$ cat src/rtl/trace_formatter.sv
// trace_formatter: turns retired-write events into ASCII trace lines,
// one character per clock:
//   ^<time>@<pc>: $<reg> <= <data>#    (register write)
//   ^<time>@<pc>: *<addr> <= <data>#   (memory write)
// Optional build macro TRACE_TIME_PAD_EN: TIME is always printed as four
// zero-padded decimal digits instead of the minimal-digit form.
module trace_formatter (
    input  logic        clk,
    input  logic        reset,
    input  logic        in_valid,
    output logic        in_ready,
    input  logic        in_kind,
    input  logic [13:0] in_time,
    input  logic [31:0] in_pc,
    input  logic [4:0]  in_reg,
    input  logic [31:0] in_addr,
    input  logic [31:0] in_data,
    output logic [7:0]  char,
    output logic        char_valid,
    output logic        line_done
);

    typedef enum logic [3:0] {
        S_IDLE, S_CARET, S_TIME, S_AT, S_PC, S_COLON, S_SP1, S_KIND,
        S_DEST, S_SP2, S_LT, S_EQ, S_SP3, S_DATA, S_HASH
    } state_t;

    state_t      state_q, state_d;
    logic [3:0]  cnt_q, cnt_d;
    logic        kind_q, kind_d;
    logic [15:0] bcd_q, bcd_d;      // saturated time as 4 BCD digits
    logic [31:0] pc_q, pc_d;
    logic [31:0] dest_q, dest_d;    // reg number (zero-extended) or address
    logic [31:0] data_q, data_d;
    logic [7:0]  char_q, char_d;
    logic        valid_q, valid_d;
    logic        done_q, done_d;

    logic        accept;
    logic [13:0] time_sat;
    logic [2:0]  time_len;
    logic [1:0]  reg_len;
    logic [3:0]  dest_last;
    logic [2:0]  time_pos;
    logic [3:0]  time_digit;
    logic [3:0]  reg_tens;
    logic [3:0]  reg_ones;

    function automatic logic [7:0] hex_char(input logic [3:0] n);
        return (n < 4'd10) ? (8'h30 + {4'h0, n}) : (8'h57 + {4'h0, n});
    endfunction

    function automatic logic [7:0] dec_char(input logic [3:0] d);
        return 8'h30 + {4'h0, d};
    endfunction

    // Nibble idx counted from the most significant end (0 = bits 31:28).
    function automatic logic [3:0] nibble(input logic [31:0] w, input logic [2:0] idx);
        logic [3:0] n;
        case (idx)
            3'd0:    n = w[31:28];
            3'd1:    n = w[27:24];
            3'd2:    n = w[23:20];
            3'd3:    n = w[19:16];
            3'd4:    n = w[15:12];
            3'd5:    n = w[11:8];
            3'd6:    n = w[7:4];
            default: n = w[3:0];
        endcase
        return n;
    endfunction

    assign in_ready = (state_q == S_IDLE) || (state_q == S_HASH);
    assign accept   = in_valid & in_ready;
    assign time_sat = (in_time > 14'd9999) ? 14'd9999 : in_time;

    // Field widths derived from the held event.
    always_comb begin
`ifdef TRACE_TIME_PAD_EN
        time_len = 3'd4;
`else
        if (bcd_q[15:12] != 4'd0)      time_len = 3'd4;
        else if (bcd_q[11:8] != 4'd0)  time_len = 3'd3;
        else if (bcd_q[7:4] != 4'd0)   time_len = 3'd2;
        else                           time_len = 3'd1;
`endif
        reg_len   = (dest_q[4:0] >= 5'd10) ? 2'd2 : 2'd1;
        dest_last = kind_q ? {2'b00, reg_len} - 4'd1 : 4'd7;
        reg_tens  = 4'(dest_q[4:0] / 5'd10);
        reg_ones  = 4'(dest_q[4:0] % 5'd10);
    end

    // Next state, digit counter and event capture.
    always_comb begin
        state_d = state_q;
        cnt_d   = cnt_q;
        kind_d  = kind_q;
        bcd_d   = bcd_q;
        pc_d    = pc_q;
        dest_d  = dest_q;
        data_d  = data_q;
        if (accept) begin
            kind_d = in_kind;
            bcd_d  = {4'(time_sat / 14'd1000), 4'((time_sat / 14'd100) % 14'd10),
                      4'((time_sat / 14'd10) % 14'd10), 4'(time_sat % 14'd10)};
            pc_d   = in_pc;
            dest_d = in_kind ? {27'd0, in_reg} : in_addr;
            data_d = in_data;
        end
        case (state_q)
            S_IDLE:  if (accept) state_d = S_CARET;
            S_CARET: begin state_d = S_TIME; cnt_d = '0; end
            S_TIME:  begin
                if (cnt_q == {1'b0, time_len} - 4'd1) state_d = S_AT;
                else cnt_d = cnt_q + 4'd1;
            end
            S_AT:    begin state_d = S_PC; cnt_d = '0; end
            S_PC:    begin
                if (cnt_q == 4'd7) state_d = S_COLON;
                else cnt_d = cnt_q + 4'd1;
            end
            S_COLON: state_d = S_SP1;
            S_SP1:   state_d = S_KIND;
            S_KIND:  begin state_d = S_DEST; cnt_d = '0; end
            S_DEST:  begin
                if (cnt_q == dest_last) state_d = S_SP2;
                else cnt_d = cnt_q + 4'd1;
            end
            S_SP2:   state_d = S_LT;
            S_LT:    state_d = S_EQ;
            S_EQ:    state_d = S_SP3;
            S_SP3:   begin state_d = S_DATA; cnt_d = '0; end
            S_DATA:  begin
                if (cnt_q == 4'd7) state_d = S_HASH;
                else cnt_d = cnt_q + 4'd1;
            end
            S_HASH:  state_d = accept ? S_CARET : S_IDLE;
            default: state_d = S_IDLE;
        endcase
    end

    // Output character for the state being entered, so outputs are registered.
    always_comb begin
        time_pos = time_len - 3'd1 - cnt_d[2:0];
        case (time_pos)
            3'd3:    time_digit = bcd_q[15:12];
            3'd2:    time_digit = bcd_q[11:8];
            3'd1:    time_digit = bcd_q[7:4];
            default: time_digit = bcd_q[3:0];
        endcase
        char_d  = 8'h00;
        valid_d = (state_d != S_IDLE);
        done_d  = (state_d == S_HASH);
        case (state_d)
            S_CARET: char_d = 8'h5e;
            S_TIME:  char_d = dec_char(time_digit);
            S_AT:    char_d = 8'h40;
            S_PC:    char_d = hex_char(nibble(pc_q, cnt_d[2:0]));
            S_COLON: char_d = 8'h3a;
            S_SP1, S_SP2, S_SP3: char_d = 8'h20;
            S_KIND:  char_d = kind_q ? 8'h24 : 8'h2a;
            S_DEST:  begin
                if (kind_q)
                    char_d = dec_char((reg_len == 2'd2 && cnt_d == 4'd0) ? reg_tens : reg_ones);
                else
                    char_d = hex_char(nibble(dest_q, cnt_d[2:0]));
            end
            S_LT:    char_d = 8'h3c;
            S_EQ:    char_d = 8'h3d;
            S_DATA:  char_d = hex_char(nibble(data_q, cnt_d[2:0]));
            S_HASH:  char_d = 8'h23;
            default: char_d = 8'h00;
        endcase
    end

    // State, holding and output registers; reset abandons any line at once.
    always_ff @(posedge clk or negedge reset) begin
        if (!reset) begin
            state_q <= S_IDLE;
            cnt_q   <= '0;
            kind_q  <= 1'b0;
            bcd_q   <= '0;
            pc_q    <= '0;
            dest_q  <= '0;
            data_q  <= '0;
            char_q  <= '0;
            valid_q <= 1'b0;
            done_q  <= 1'b0;
        end else begin
            state_q <= state_d;
            cnt_q   <= cnt_d;
            kind_q  <= kind_d;
            bcd_q   <= bcd_d;
            pc_q    <= pc_d;
            dest_q  <= dest_d;
            data_q  <= data_d;
            char_q  <= char_d;
            valid_q <= valid_d;
            done_q  <= done_d;
        end
    end

    assign char       = char_q;
    assign char_valid = valid_q;
    assign line_done  = done_q;

endmodule
$ cat config.mk
export PLATFORM = sky130hd
export DESIGN_NAME = trace_formatter
export DESIGN_NICKNAME = d
export VERILOG_FILES = /design/src/rtl/trace_formatter.sv
export SDC_FILE = /design/constraint.sdc
export NUM_CORES = 1
export LEC_CHECK = 0
export CAP_MARGIN = 25
export CORE_MARGIN = 2
export CORE_UTILIZATION = 58
export CTS_CLUSTER_DIAMETER = 30
export DETAILED_ROUTE_END_ITERATION = 8
export GPL_TIMING_DRIVEN = 0
export PLACE_DENSITY = 0.83
export SETUP_SLACK_MARGIN = 0.5
export SKIP_CTS_REPAIR_TIMING = 1
export SYNTH_ARGS = -nofsm -noshare
export SYNTH_HDL_FRONTEND = slang
export SYNTH_SLANG_ARGS = --single-unit
$ cat constraint.sdc
create_clock -name clk -period 6.2 [get_ports clk]
set_input_delay 1.86 -clock clk [delete_from_list [all_inputs] [get_ports clk]]
set_output_delay 1.86 -clock clk [all_outputs]
set_load 0.03 [all_outputs]
---- Word level (Yosys, flattened, before mapping) ----
Cells that the tools add are included.
storage, ports and cells
  RAM bits ................................ 0
  register bits after elaboration ......... 131
  ROM bits ................................ 0
  memories ................................ 0
  input port bits ......................... 119
  bits in latches ......................... 0
cells by class
  $lt $le $gt $ge ......................... 5
  multiply operators ...................... 0
  shifts and indexed selects .............. 0
  bitwise operators ....................... 1
  reduce and logical (&&, ||, !) cells .... 12
  add/subtract/negate cells ............... 13
  eq/ne operators ......................... 41
  mux-type cells .......................... 33
  div/mod/pow operators ................... 8
operator list
  operator                                                number
  one-hot mux 8 bit (12 select lines)                     1
  one-hot mux 4 bit (7 select lines)                      3
  two-way mux 4 bit                                       15
  one-hot mux 4 bit (15 select lines)                     1
  == test 4 bit (second input constant)                   14
  modulo 14 x 4 -> 14 bit (second input constant)         3
  == test 4 x 3 -> 1 bit (second input constant)          9
  adder 6 x 4 -> 7 bit (first input constant)             5
  two-way mux 32 bit                                      1
  two-way mux 8 bit                                       4
  adder 7 x 4 -> 8 bit (first input constant)             3
  == test 4 x 2 -> 1 bit (second input constant)          4
  one-hot mux 4 bit (4 select lines)                      1
  nonzero test 4 bit                                      4
  divider 14 x 10 -> 14 bit (second input constant)       1
  divider 14 x 4 -> 14 bit (second input constant)        1
  divider 14 x 7 -> 14 bit (second input constant)        1
  greater-than comparator 14 bit (second input constant)  1
  two-way mux 14 bit                                      1
  == test 3 x 2 -> 1 bit (second input constant)          4
  < comparator 4 bit (second input constant)              3
  one-hot mux 4 bit (3 select lines)                      1
  == test 3 bit (second input constant)                   3
  == test 4 x 1 -> 1 bit (second input constant)          2
  other kinds (22)                                        27

---- Longest topological paths before layout ----
  depth after elaboration ................. 16
  gate-level depth with buffers ........... 29
  depth with buffers taken out ............ 25

---- Worst setup path after synthesis ----
Ideal clock, no wire load.
  kind .................................... input to register
  from .................................... input in_time[13]
  to ...................................... register bcd_q[7]
  path buffers ............................ 3
  setup time .............................. 82 ps
  data required time ...................... 6118 ps
  slack ................................... -1085 ps
  cell stages on the path ................. 27
  arrival time ............................ 7203 ps
  cell sequence ........................... buf_2 -> buf_2 -> or2_1 -> a22o_1 -> a221oi_1 -> a31oi_1 -> or3b_1 -> xor2_1 -> o211ai_1 -> a31oi_1 -> a31o_2 -> buf_2 -> nand2_1 -> inv_1 -> nor2_1 -> ha_1 -> a21oi_1 -> o21ai_0 -> a221oi_1 -> o21ai_0 -> or3b_1 -> nand3_1 -> and2_1 -> ha_1 -> a41oi_1 -> or2_1 -> a31oi_1
between the ends
  word-level cells in the longest chain between the ends .. 4
RTL lines
  item                            line  RTL
  start, declared                 13    input logic [13:0] in_time,
  greater-than comparator 14 bit  75    assign time_sat = (in_time > 14'd9999) ? 14'd9999 : in_time;
  two-way mux 14 bit (*)          75
  divider 14 x 4 -> 14 bit (*)    105   4'((time_sat / 14'd10) % 14'd10), 4'(time_sat % 14'd10)};
  modulo 14 x 4 -> 14 bit (*)     105
  end signal, assigned            182   bcd_q <= '0;
  end signal, assigned            193   bcd_q <= bcd_d;
  end, declared                   31    logic [15:0] bcd_q, bcd_d;
Every way passes the cells marked *; elsewhere a longest branch is shown, timed or not.
A chain may end at the register's enable or synchronous reset.

---- Worst setup path in the final report ----
  from .................................... input in_time[13]
  to ...................................... register bcd_q[10]
between the ends
  word-level cells in the longest chain between the ends .. 4
RTL lines
  item                            line  RTL
  greater-than comparator 14 bit  75
  two-way mux 14 bit (*)          75
  divider 14 x 7 -> 14 bit (*)    104   bcd_d = {4'(time_sat / 14'd1000), 4'((time_sat / 14'd100) % 14'd10),
  modulo 14 x 4 -> 14 bit (*)     104
Marked as above.

==> results.json <==
{
  "layout_min_cycle_time_ps": 6753,
  "antenna_left": 0,
  "critPathMaxFanout": 5,
  "cts_max_level": 4,
  "dieArea_um2": 19530,
  "grt_pass1_vias": 10600,
  "dp_cells": 1813,
  "synth_top_area_share_pct": 30.44,
  "holdPathStages": 2,
  "cp.arrival_ps": 7070,
  "vdd_drop_max_mv": 0.4604,
  "hold_end": "pc_q[16]",
  "seq_area_frac_synth_pct": 30.44,
  "cap_violations": 0,
  "violations": "setup timing",
  "startpoint": "in_time[13]",
  "cts_tree": "done",
  "fin_crit_sh_pct": 108.9,
  "num_vias": 12480,
  "ff2ff_setup_slack_ps": 800,
  "hold_slack_ps": 470.9,
  "critPathLaunchType": "input pin",
  "cts.reportedPaths.clkPinSlew_ps": 60,
  "synth_warnings": 0,
  "slew_headroom_pct": 36.08,
  "synth-edff-count": 0,
  "layoutNonFillerInstCount": 1926,
  "wire_per_inst_um": 19.48,
  "drc_errors": 0,
  "die_h_um": 139.7,
  "reg2reg_depth": 17,
  "synth_ff_type": "dfrtp_1",
  "avgSynthCellArea_um2": 7.335,
  "synth.distinct_cells": 99,
  "yosysMostFrequentCell": "nand2_1",
  "rows": 49,
  "grt_max_degree": 90,
  "endpoint_kind": "flip-flop",
  "drt_iter0_drc": 1410,
  "wirelength_mm": 37.52,
  "tightest_slew_ps": 958.9,
  "p_leak_nw": 6.142,
  "fillCellCount": 1198,
  "drive_above_1_share_pct": 17.44,
  "overflow": 0,
  "via_per_inst": 6.477,
  "slew_viol_final": 0,
  "async_flop_share_pct": 100.0,
  "critPathRequiredTime_ps": 6510,
  "fin_skew_ps": 8.992,
  "finalSetupViolations": 9,
  "netlist_area_um2": 10690,
  "synth_nets": 1593,
  "status": "finished, violations left",
  "gp_congestion": 0.9695,
  "grt_usage_pct": 33.73,
  "cts_max_path_buffers": 2,
  "syn_to_final_growth_pct": 35.03,
  "start_util_pct": 59.29,
  "final_nets": 1820,
  "place_ws_ps": -1575,
  "antenna_found_initial": 0,
  "r2r-end": "char[2]",
  "synth_area_leaders": "dfrtp_1 (30%), nand2_1 (13%), o21ai_0 (5.3%)",
  "yosys_register_bits": 130,
  "die_w_um": 139.7,
  "yosysTopAreaCell": "dfrtp_1",
  "coreArea_um2": 18020,
  "clock_latency_ps": 430,
  "diodes": 0,
  "hold_start": "pc_q[16]",
  "setup_slack_ps": -553.5,
  "rsz0062_at_grt": "true",
  "synthCells": 1457,
  "cts_sinks": 130,
  "fmax_mhz": 148.1,
  "grt_pass1_wl_mm": 53.78,
  "power_density_nw_per_um2": 529.7,
  "io_pins": 130,
  "dp_hpwl_mm": 24.84,
  "drt_pass1_iterations": 7,
  "r2r-start": "dest_q[1]",
  "root_buffer": "clkbuf_16",
  "worstHoldPathType": "reg -> reg",
  "hold_viol": 0,
  "cts_made_buffers": 17,
  "synthTopCellsByCount": "nand2_1 (380), dfrtp_1 (130), o21ai_0 (113), nor2_1 (98), a21oi_1 (73)",
  "path_class": "in -> reg",
  "io_buffers": 126
}
-- kinds of logic after synthesis --
kind of cell               after synthesis  synth area share [%]
xor gates and xnor gates                34                 3.033
buffers and inverters                  133                 5.128
muxes                                   27                 2.833
adders and majority gates               20                 2.377
and+or+nand+nor                        699                 29.48
DFF                                    130                 30.44
other                                    1               0.03509
AOI/OAI and AO/OA                      413                 26.67
-- sequential cells by signal, indices dropped and copies added, names as in the netlist --
signal      count
state_q         4
data_q         32
pc_q           32
char            7
kind_q          1
bcd_q          16
char_valid      1
dest_q         32
cnt_q           4
line_done       1
-- worst max path at each step --
stage,end,slack [ps],cells past startpoint
2_1_floorplan,bcd_q[7],-350,26
3_3_place_gp,pc_q[19],-1780,1
3_5_place_dp,bcd_q[7],-1570,27
4_1_cts,bcd_q[7],-1160,27
5_1_grt,bcd_q[10],-600,26
6_report,bcd_q[10],-550,26
-- report_power, final --
part,switching [W],total (W),internal (W)
logic,0.00319,0.00512,0.00193
clock network,0.000414,0.00105,0.000639
registers,0.000243,0.00147,0.00123
-- placed cells by master, fill, tap and decap left out, types with 12 or more instances in the layout --
master	instances
o211ai_1	12
inv_1	24
a21o_1	12
a31oi_1	27
ha_1	12
xnor2_1	21
nand2_1	376
clkbuf_16	17
and3_1	14
buf_6	15
nand2b_1	41
o21ai_0	105
buf_4	76
nor3_1	31
a21oi_1	67
a211oi_1	13
nand3_1	31
clkbuf_1	61
and2_1	12
dfrtp_1	130
mux2i_1	17
clkdlybuf4s50_1	119
nor2_1	92
-- critical path, cell delays in order --
cell	delay (ps)
buf_12	100
buf_12	120
buf_4	140
a31oi_1	170
nor3_2	90
o21ai_0	410
or3b_4	460
a31oi_4	260
buf_6	140
o31ai_4	80
mux2i_4	210
buf_12	150
xnor2_4	170
a211o_4	370
o211a_4	260
mux2i_1	160
a211oi_2	270
buf_4	180
a21oi_1	60
a2111o_1	440
nand3_1	130
a21o_1	170
inv_1	50
ha_1	270
nor2_1	40
a221o_1	300
-- through the flow --
stage          power, W  setup TNS, ps  util (%)  instance area (µm²)
2_1_floorplan  0.004674          -1338         -                10920
3_3_place_gp   0.005793        -244040     69.18                12470
3_5_place_dp   0.005906         -15200     69.34                12500
4_1_cts        0.006976          -9762     72.71                13110
5_1_grt        0.008154          -3752     80.06                14430
6_report       0.007644          -3099     80.06                14430
-- layer usage --
layer | GRT usage (%) | vias to the layer above | share of wire (%)
met5 | 0 | - | 0
met4 | 10.47 | 0 | 4.1
met3 | 6.263 | 183 | 9.8
met2 | 51.66 | 815 | 46
met1 | 48.62 | 5850 | 40
li1 | - | 5627 | -
-- final cells by class --
type                            count  area (µm²)  area share (%)
Tap cell                          229       286.5           1.986
Multi-Input combinational cell   1194        7625           52.84
Clock buffer                       18       429.2           2.974
Inverter                           33       147.6           1.023
Clock inverter                     14       178.9           1.240
Timing Repair Buffer              208        1941           13.45
Buffer                            100       569.3           3.945
Sequential cell                   130        3253           22.54
Power figures use the tool's default switching activity.
